<file path="config.mk">
export PLATFORM = sky130hd
export DESIGN_NAME = multiplexor_arbitrado_nx1
export DESIGN_NICKNAME = d
export VERILOG_FILES = /design/src/rtl/multiplexor_arbitrado_nx1.sv
export SDC_FILE = /design/constraint.sdc
export NUM_CORES = 1
export LEC_CHECK = 0
export ABC_CLOCK_PERIOD_IN_PS = 3010
export BUFFER_PORTS_ARGS = -buffer_cell sky130_fd_sc_hd__buf_4
export CORE_ASPECT_RATIO = 1.4
export CORE_MARGIN = 8
export CORE_UTILIZATION = 42
export DETAILED_ROUTE_END_ITERATION = 8
export PLACE_DENSITY = 0.85
export SLEW_MARGIN = 20
export SYNTH_ARGS = -nofsm -noshare
export SYNTH_HDL_FRONTEND = slang
export SYNTH_SLANG_ARGS = --single-unit
</file>
<file path="constraint.sdc">
create_clock -name Reloj -period 3.01 [get_ports Reloj]
set_input_delay 0.301 -clock Reloj [delete_from_list [all_inputs] [get_ports Reloj]]
set_output_delay 0.301 -clock Reloj [all_outputs]
set_load 0.02 [all_outputs]
</file>
<file path="src/rtl/multiplexor_arbitrado_nx1.sv">
`default_nettype none
// ============================================================================
// Module      : multiplexor_arbitrado_nx1
// Description : Registered N:1 data multiplexor with per-channel valid/ready
//               handshakes. Channel choice is either explicit (Selector,
//               MODO=0) or round-robin (MODO=1). A single output register
//               stage carries data, source channel index and valid flag.
//               The register is replaced in the same cycle it is drained,
//               so sustained throughput is one beat per clock.
//
// Parameters  : ANCHO     - data width per channel
//               CANALES   - number of input channels (2..16)
//               ANCHO_SEL - width of Selector/SalidaCanal, clog2(CANALES)
//               MODO      - 0: Selector-driven, 1: round-robin
//
// Ports       : Reloj          in   clock, rising edge
//               Reset          in   asynchronous active-high reset
//               Entrada        in   packed channel data, channel i at
//                                   [i*ANCHO +: ANCHO]
//               EntradaValida  in   per-channel valid
//               EntradaListo   out  per-channel accept (combinational)
//               Selector       in   channel select (MODO=0 only)
//               Salida         out  registered output data
//               SalidaValida   out  output register holds data
//               SalidaCanal    out  channel that supplied Salida
//               SalidaListo    in   downstream accept
//
// Optional    : MULTIPLEXOR_PAQUETES_EN
//               Adds EntradaUltimo (in, per channel) and SalidaUltimo (out).
//               A beat without Ultimo locks the grant to its channel until
//               that channel delivers a beat with Ultimo set.
//
// Revision    : 1.0 - initial release
// ============================================================================
module multiplexor_arbitrado_nx1 #(
  parameter int ANCHO     = 16,
  parameter int CANALES   = 4,
  parameter int ANCHO_SEL = 2,
  parameter int MODO      = 0
) (
  input  logic                     Reloj,
  input  logic                     Reset,
  input  logic [CANALES*ANCHO-1:0] Entrada,
  input  logic [CANALES-1:0]       EntradaValida,
  output logic [CANALES-1:0]       EntradaListo,
  input  logic [ANCHO_SEL-1:0]     Selector,
  output logic [ANCHO-1:0]         Salida,
  output logic                     SalidaValida,
  output logic [ANCHO_SEL-1:0]     SalidaCanal,
  input  logic                     SalidaListo
`ifdef MULTIPLEXOR_PAQUETES_EN
  ,
  input  logic [CANALES-1:0]       EntradaUltimo,
  output logic                     SalidaUltimo
`endif
);

  // --------------------------------------------------------------------------
  // Output register occupancy
  // --------------------------------------------------------------------------
  typedef enum logic [0:0] {
    VACIO = 1'b0,
    LLENO = 1'b1
  } estado_t;

  estado_t              r_estado;
  estado_t              w_estado_sig;

  logic [ANCHO-1:0]     r_salida;
  logic [ANCHO_SEL-1:0] r_canal;

  logic                 w_carga;      // register may accept a new beat
  logic                 w_xfer_in;    // a channel is transferring this cycle
  logic                 w_xfer_out;   // downstream consumes the register
  logic [CANALES-1:0]   w_grant_arb;  // grant from the selector/arbiter
  logic [CANALES-1:0]   w_grant;      // grant after packet locking
  logic [ANCHO_SEL-1:0] w_idx;        // index of the granted channel
  logic [ANCHO-1:0]     w_dato;       // data of the granted channel

  // The register can load when empty, or when its current content leaves
  // in this same cycle (replacement without a bubble).
  assign w_carga    = (r_estado == VACIO) | SalidaListo;
  assign EntradaListo = w_grant & {CANALES{w_carga & ~Reset}};
  // A grant is only ever raised for a valid channel, so any ready bit
  // already implies a completed input handshake.
  assign w_xfer_in  = |EntradaListo;
  assign w_xfer_out = (r_estado == LLENO) & SalidaListo;

  // --------------------------------------------------------------------------
  // Packet locking (optional)
  // --------------------------------------------------------------------------
`ifdef MULTIPLEXOR_PAQUETES_EN
  logic               r_bloqueo;
  logic               r_ultimo;
  logic [CANALES-1:0] w_grant_bloq;
  logic               w_ultimo_in;

  // While locked, the locked channel is the one recorded in r_canal: the
  // lock is only ever set by a transfer that also loads r_canal, and
  // r_canal cannot change until another transfer happens.
  always_comb begin
    w_grant_bloq = '0;
    for (int i = 0; i < CANALES; i++) begin
      w_grant_bloq[i] = EntradaValida[i] & (r_canal == ANCHO_SEL'(i));
    end
  end

  assign w_grant     = r_bloqueo ? w_grant_bloq : w_grant_arb;
  assign w_ultimo_in = |(EntradaListo & EntradaUltimo);

  always_ff @(posedge Reloj or posedge Reset) begin
    if (Reset) begin
      r_bloqueo <= 1'b0;
      r_ultimo  <= 1'b0;
    end else if (w_xfer_in) begin
      r_bloqueo <= ~w_ultimo_in;
      r_ultimo  <= w_ultimo_in;
    end
  end

  assign SalidaUltimo = r_ultimo;
`else
  assign w_grant = w_grant_arb;
`endif

  // --------------------------------------------------------------------------
  // Channel selection
  // --------------------------------------------------------------------------
  generate
    if (MODO == 1) begin : g_rr
      logic [ANCHO_SEL-1:0] r_ptr;
      logic [CANALES-1:0]   w_alto;       // valid channels at or above r_ptr
      logic [CANALES-1:0]   w_pri_alto;   // lowest of those
      logic [CANALES-1:0]   w_pri_todo;   // lowest valid channel overall
      logic                 w_avanza;

      always_comb begin
        w_alto = '0;
        for (int i = 0; i < CANALES; i++) begin
          w_alto[i] = EntradaValida[i] & (i >= int'(r_ptr));
        end
      end

      // x & -x isolates the lowest set bit. Searching upward from the
      // pointer with wrap-around is the lowest requester above the pointer,
      // or failing that the lowest requester overall.
      assign w_pri_alto  = w_alto & (~w_alto + CANALES'(1));
      assign w_pri_todo  = EntradaValida & (~EntradaValida + CANALES'(1));
      assign w_grant_arb = (|w_alto) ? w_pri_alto : w_pri_todo;

`ifdef MULTIPLEXOR_PAQUETES_EN
      // Within a packet the pointer stays put; it moves past the channel
      // only when the packet closes.
      assign w_avanza = w_xfer_in & w_ultimo_in;
`else
      assign w_avanza = w_xfer_in;
`endif

      // Explicit wrap so that non power-of-two channel counts never point
      // at a channel that does not exist.
      always_ff @(posedge Reloj or posedge Reset) begin
        if (Reset) begin
          r_ptr <= '0;
        end else if (w_avanza) begin
          if (w_idx == ANCHO_SEL'(CANALES - 1)) begin
            r_ptr <= '0;
          end else begin
            r_ptr <= w_idx + ANCHO_SEL'(1);
          end
        end
      end
    end else begin : g_sel
      // Selector values at or beyond CANALES match no channel and
      // therefore produce no grant.
      always_comb begin
        w_grant_arb = '0;
        for (int i = 0; i < CANALES; i++) begin
          w_grant_arb[i] = EntradaValida[i] & (Selector == ANCHO_SEL'(i));
        end
      end
    end
  endgenerate

  // --------------------------------------------------------------------------
  // One-hot grant to index and data
  // --------------------------------------------------------------------------
  always_comb begin
    w_idx  = '0;
    w_dato = '0;
    for (int i = 0; i < CANALES; i++) begin
      if (w_grant[i]) begin
        w_idx  = ANCHO_SEL'(i);
        w_dato = Entrada[i*ANCHO +: ANCHO];
      end
    end
  end

  // --------------------------------------------------------------------------
  // Occupancy state machine
  // --------------------------------------------------------------------------
  always_ff @(posedge Reloj or posedge Reset) begin
    if (Reset) begin
      r_estado <= VACIO;
    end else begin
      r_estado <= w_estado_sig;
    end
  end

  always_comb begin
    w_estado_sig = r_estado;
    unique case (r_estado)
      VACIO: begin
        if (w_xfer_in) begin
          w_estado_sig = LLENO;
        end
      end
      LLENO: begin
        if (w_xfer_in) begin
          w_estado_sig = LLENO;
        end else if (w_xfer_out) begin
          w_estado_sig = VACIO;
        end
      end
      default: w_estado_sig = VACIO;
    endcase
  end

  // --------------------------------------------------------------------------
  // Output data register; content holds when drained without a refill
  // --------------------------------------------------------------------------
  always_ff @(posedge Reloj or posedge Reset) begin
    if (Reset) begin
      r_salida <= '0;
      r_canal  <= '0;
    end else if (w_xfer_in) begin
      r_salida <= w_dato;
      r_canal  <= w_idx;
    end
  end

  assign Salida       = r_salida;
  assign SalidaCanal  = r_canal;
  assign SalidaValida = (r_estado == LLENO);

endmodule
`default_nettype wire

</file>
==> impl_metrics.json, run 1 <==
{
  "drv_cap": 0,
  "synth_enable_flop_cells": 0,
  "dp_hpwl_um": 3660,
  "grt_use_met1_pct": 23.1,
  "design.core.area_sq_mm": 0.00279,
  "grt_pass1_wl_um": 7560,
  "cp-start-kind": "flop",
  "ys_warn_count": 0,
  "ys.flop_type": "dfrtp_1",
  "seq_area_sq_um": 475,
  "gr-usage-met2_pct": 31.9,
  "synth_top_area_share_pct": 39.9,
  "io_buffer_count": 95,
  "post_cts_buffers": 0,
  "setup_slack_ns": 1.18,
  "hold_viol": 0,
  "synth_area_leader_cell": "dfrtp_1",
  "critPathArrivalTime_ns": 1.53,
  "avgSynthCellArea_sq_um": 9.85,
  "clkPwrFrac_pct": 19.1,
  "worst_slew_pin_slew_ns": 0.623,
  "routed_wl_um": 4690,
  "grt-busiest-layer": "met2",
  "worstPathRequired_ns": 2.71,
  "die_area_sq_mm": 0.00482,
  "synth_compound_area_share_pct": 39.2,
  "ys_top_cells_by_area": "dfrtp_1 (40%), a22oi_1 (20%), a31oi_1 (17%)",
  "post-route-drc-count": 0,
  "fillCellCount": 224,
  "antenna_found_initial": 0,
  "clk_latency_ns": 0.26,
  "rsz0062_at_grt": "no",
  "grt_usage_pct": 20.3,
  "final-max-slew-violation-count": 0,
  "synth.cell_area_sq_mm": 0.00119,
  "utilization_pct": 69.6,
  "die_w_um": 61.0,
  "cts_root_buffer": "clkbuf_8",
  "setup_violations": 0,
  "worstSetupPathType": "reg -> out",
  "synth-seq-cells": 19,
  "cts_tree": "done",
  "wire_per_inst_um": 19.2,
  "synth_top_family_by_area": "compound AO/OA/AOI/OAI gates",
  "seq_area_frac_synth_pct": 39.9,
  "fmax_ghz": 0.546,
  "outcome": "complete, no violations",
  "final_cell_mix": "buf_4 (99), a22oi_1 (32), a31oi_1 (32)",
  "leakagePower_uw": 0.000895,
  "seqPwrFrac_pct": 37.6,
  "met3_usage_pct": 8.40,
  "cts_hold_buffers": 0,
  "grt_pass1_vias": 1635,
  "io_pins": 96,
  "initial_utilization_pct": 42.7,
  "fin_tns_setup_ns": 0,
  "p_int_uw": 607,
  "synthAdderAreaFrac_pct": 0,
  "clock_path_buffers": 2,
  "cts_sinks": 19,
  "ir_drop_v": 0.000354,
  "synthXorXnorAreaFrac_pct": 0,
  "switching_share_pct": 35.3,
  "vias_per_cell": 5.96,
  "grt_max_degree": 29,
  "p_sw_uw": 331,
  "via_count": 1460,
  "htree_levels": 1,
  "fp.dieH_um": 79.0,
  "synth.distinct_cells": 22,
  "power_density_mw_per_mm2": 483,
  "skew_ns": 0.00131,
  "layout_commonest_cell": "buf_4",
  "numCtsBuffers": 3,
  "synthMuxAreaShare_pct": 4.72,
  "drtIter0Drc": 50,
  "syn_to_final_growth_pct": 63.0,
  "cp_max_fo": 24,
  "gp_congestion": 0.724,
  "slew_headroom_pct": 58.4,
  "grt_overflow": 0,
  "cts.clk_slew.worst_paths_ns": 0.07,
  "synth-simple-area-share_pct": 8.81,
  "pwr-share-comb_pct": 43.3,
  "place_worst_setup_slack_ns": 1.21,
  "cts-resized-gates": 0,
  "synthCells": 121,
  "endpoint_kind": "output port",
  "row_count": 23,
  "fin_hold_ws_ns": 0.0486,
  "antenna_cells": 0,
  "postRouteAntennaNets": 0,
  "num-nets-final": 282,
  "min_period_ns": 1.83,
  "drive_gt1_share_pct": 52.4,
  "period_share_pct": 60.8,
  "synth-async-reset-ratio_pct": 100,
  "multi_input_area_sq_um": 629,
  "hp-class": "in -> async",
  "first_pass_iters": 5,
  "syn_nets": 194
}
==> cell families (layout without fill, tap and decap cells) <==
kind of cell | Yosys count | in the layout
compound gates | 67 | 67
flops | 19 | 19
buf+inv | 17 | 104
simple gates | 14 | 14
mux | 4 | 4
==> area by class of cell <==
class,count,share of cell area [%]
Multi-Input combinational cell,85,32.4
Clock buffer,4,2.32
Sequential cell,19,24.5
Inverter,1,0.193
Tap cell,37,2.38
Timing Repair Buffer,99,38.2
==> synthesized netlist by cell type (2+ instances only) <==
cell / n
clkbuf_1: 12
and3b_1: 2
dfrtp_1: 19
buf_6: 3
and3_1: 3
a22oi_1: 32
mux2_2: 3
a31oi_1: 32
nand3_1: 2
==> sequential cells by signal, summed over array words and instances (netlist names) <==
signal	cells
Salida	16
SalidaCanal	2
SalidaValida	1
==> critical path, cell delays in order, from the launching register on <==
cell	delay [ns]
dfrtp_1	0.38
nand2b_1	0.08
buf_4	0.26
and2_1	0.21
and4b_1	0.20
buf_4	0.14
==> power groups by stage <==
stage	Sequential, uW	Clock, uW	Combinational, uW
5_1_grt	359	195	436
3_5_place_dp	356	0	408
4_1_cts	352	183	409
6_report	353	179	406
2_1_floorplan	426	0	128
3_3_place_gp	352	0	399
==> through the flow <==
| step | cells | total power, uW | area (sq um) |
|---|---|---|---|
| after floorplan | 121 | 554 | 1190 |
| after global placement | 241 | 751 | 1900 |
| after detailed placement | 241 | 764 | 1900 |
| after CTS | 245 | 944 | 1940 |
| after global routing | 245 | 989 | 1940 |
| final | 245 | 938 | 1940 |
==> routing by layer <==
layer | wire length, um | share of wire, %
met1 | 1710 | 36
met2 | 2380 | 51
met3 | 492 | 10
met4 | 106 | 2.3
met5 | 0 | 0
==> final timing paths <==
check                               start  cells after the start  slack, ns              end
max in group asynchronous           Reset                      3       2.31        Salida[9]
max                          SalidaValida                      5       1.18  EntradaListo[1]
min in group Reloj            Entrada[52]                      3       0.36        Salida[4]
min reg2reg                SalidaCanal[0]                      1       0.50   SalidaCanal[0]
max reg2reg                  SalidaValida                      4       1.69       Salida[13]
min                                 Reset                      2       0.05   SalidaCanal[0]
No activity file was read; power rests on OpenSTA's default activity.
==> run 2: changes to the inputs <==
- ABC_CLOCK_PERIOD_IN_PS: 3010 -> 1720
- CORE_UTILIZATION: 42 -> 39
- PLACE_DENSITY: 0.85 -> 0.8
- clock period: 3.01 -> 1.72 ns (I/O delays scaled with it)
==> run 2 against run 1 <==
Effect of this change: hold slack better by 0.090 ns; routed wire length up 9.3%; critical path depth down 1; die area up 5.9%; non-clock buffer count up 5; first-iteration DRC count up 22%; power up 77%; global-route usage down 1.7 points; cell area up 2.8%; register-to-register slack worse by 1.2 ns; sequential power up 75%; core utilization down 0.18 points; largest cell class unchanged; largest power group unchanged; highest routed layer unchanged.
==> impl_metrics.json, run 2 (synthesis results as in run 1) <==
{
  "post-route-drc-count": 0,
  "met1_length_um": 1780,
  "regToRegSetupSlack_ns": 0.46,
  "drv_cap": 0,
  "largest_reg_flops": 16,
  "setup_violations": 0,
  "wl_met3_um": 447,
  "worst_slew_pin_slew_ns": 0.602,
  "reg2reg_depth": 4,
  "io_buffer_count": 95,
  "slew_headroom_pct": 59.9,
  "top_layer_used": "met4",
  "critPathArrivalTime_ns": 1.34,
  "grt_max_degree": 32,
  "hold_viol": 0,
  "utilization_pct": 69.4,
  "skew_ns": 0.000453,
  "cts_tree": "done",
  "power_density_mw_per_mm2": 831,
  "final-max-slew-violation-count": 0,
  "cts_root_buffer": "clkbuf_8",
  "cp-start-kind": "flop",
  "vias_per_cell": 6.12,
  "fin_hold_ws_ns": 0.139,
  "design.core.area_sq_mm": 0.00288,
  "endpoint_kind": "output port",
  "total_power_uw": 1660,
  "postRouteAntennaNets": 0,
  "initial_utilization_pct": 41.4,
  "layout_commonest_cell": "buf_4",
  "drive_gt1_share_pct": 53.5,
  "io_pins": 96,
  "wire_per_inst_um": 20.5,
  "fp.dieH_um": 81.4,
  "reg2reg_to": "SalidaCanal[1]",
  "rr_startpoint": "SalidaValida",
  "clock_path_buffers": 2,
  "cts_sinks": 19,
  "antenna_found_initial": 0,
  "row_count": 23,
  "final_cell_mix": "buf_4 (102), a22oi_1 (32), a31oi_1 (32)",
  "ir_drop_v": 0.000464,
  "rsz0062_at_grt": "no",
  "dp_hpwl_um": 4060,
  "leakagePower_uw": 0.000924,
  "fmax_ghz": 0.661,
  "grt_overflow": 0,
  "drtIter0Drc": 61,
  "cts.clk_slew.worst_paths_ns": 0.07,
  "cp_max_fo": 9,
  "htree_levels": 1,
  "wl_met2_um": 2780,
  "die_w_um": 62.7,
  "grt_pass1_vias": 1673,
  "grt_usage_pct": 18.6,
  "die_area_sq_mm": 0.00511,
  "worstSetupPathType": "reg -> out",
  "min_period_ns": 1.51,
  "first_pass_iters": 5,
  "fillCellCount": 238,
  "routed_wl_um": 5130,
  "grt_pass1_wl_um": 7770,
  "period_share_pct": 88.0,
  "numCtsBuffers": 3,
  "gp_congestion": 0.855,
  "worstPathRequired_ns": 1.55,
  "setup_slack_ns": 0.207,
  "hp-class": "in -> async",
  "fin_tns_setup_ns": 0,
  "place_worst_setup_slack_ns": 0.230,
  "outcome": "complete, no violations",
  "clk_latency_ns": 0.25,
  "via_count": 1531,
  "num-nets-final": 287,
  "syn_to_final_growth_pct": 67.6,
  "antenna_cells": 0
}
==> run 2: changes by cell type in the layout (fill, tap and decap cells not counted), sizes merged <==
cell / change
dlygate4sd3: +1
buf: +4
==> run 2: layout make-up <==
type                            count  area, sq um  area share [%]
Clock buffer                        4         45.0            2.25
Inverter                            1         3.75           0.188
Multi-Input combinational cell     85          632            31.6
Sequential cell                    19          475            23.8
Tap cell                           37         46.3            2.32
Timing Repair Buffer              104          796            39.8
==> run 2: power breakdown <==
part / switching, uW / internal (uW) / leakage [uW]
Combinational: 375 / 359 / 0.000681
Sequential: 65.6 / 552 / 0.000221
Clock: 143 / 165 / 0.0000228
Total: 584 / 1080 / 0.000924
==> run 2: how the worst max path moves through the flow <==
stage / endpoint / start / depth (start not counted)
floorplan: EntradaListo[0] / Reset / 3
global placement: Salida[3] / Selector[1] / 5
detailed placement: Salida[12] / Selector[1] / 5
CTS: EntradaListo[1] / SalidaValida / 4
global route: EntradaListo[1] / SalidaValida / 4
finish: EntradaListo[3] / SalidaValida / 4
==> run 2: through the flow <==
| step | instance area, sq um | cells |
|---|---|---|
| after floorplan | 1190 | 121 |
| after global placement | 1940 | 245 |
| after detailed placement | 1940 | 245 |
| after CTS | 2000 | 250 |
| after global routing | 2000 | 250 |
| final | 2000 | 250 |
==> run 2: worst max-delay path, stage by stage (launching register included) <==
cell and delay, ns:
dfrtp_1 0.40, nand2b_2 0.16, and2_1 0.19, and4_1 0.20
buf_4 0.14
==> run 2: repair_timing <==
| item | in CTS | in global routing |
|---|---|---|
| setup endpoints to repair | 0 | 2 |
| gates resized for setup | 0 | 1 |
| endpoints found under the hold margin | 4 | 0 |
| buffers inserted | 0 | 0 |
| hold buffers | 1 | 0 |
==> run 2: per-layer routing <==
metal	GRT usage, %	vias to the layer above
met3	5.85	11
li1	-	691
met2	33.7	89
met4	7.78	0
met1	19.8	740
met5	0	-
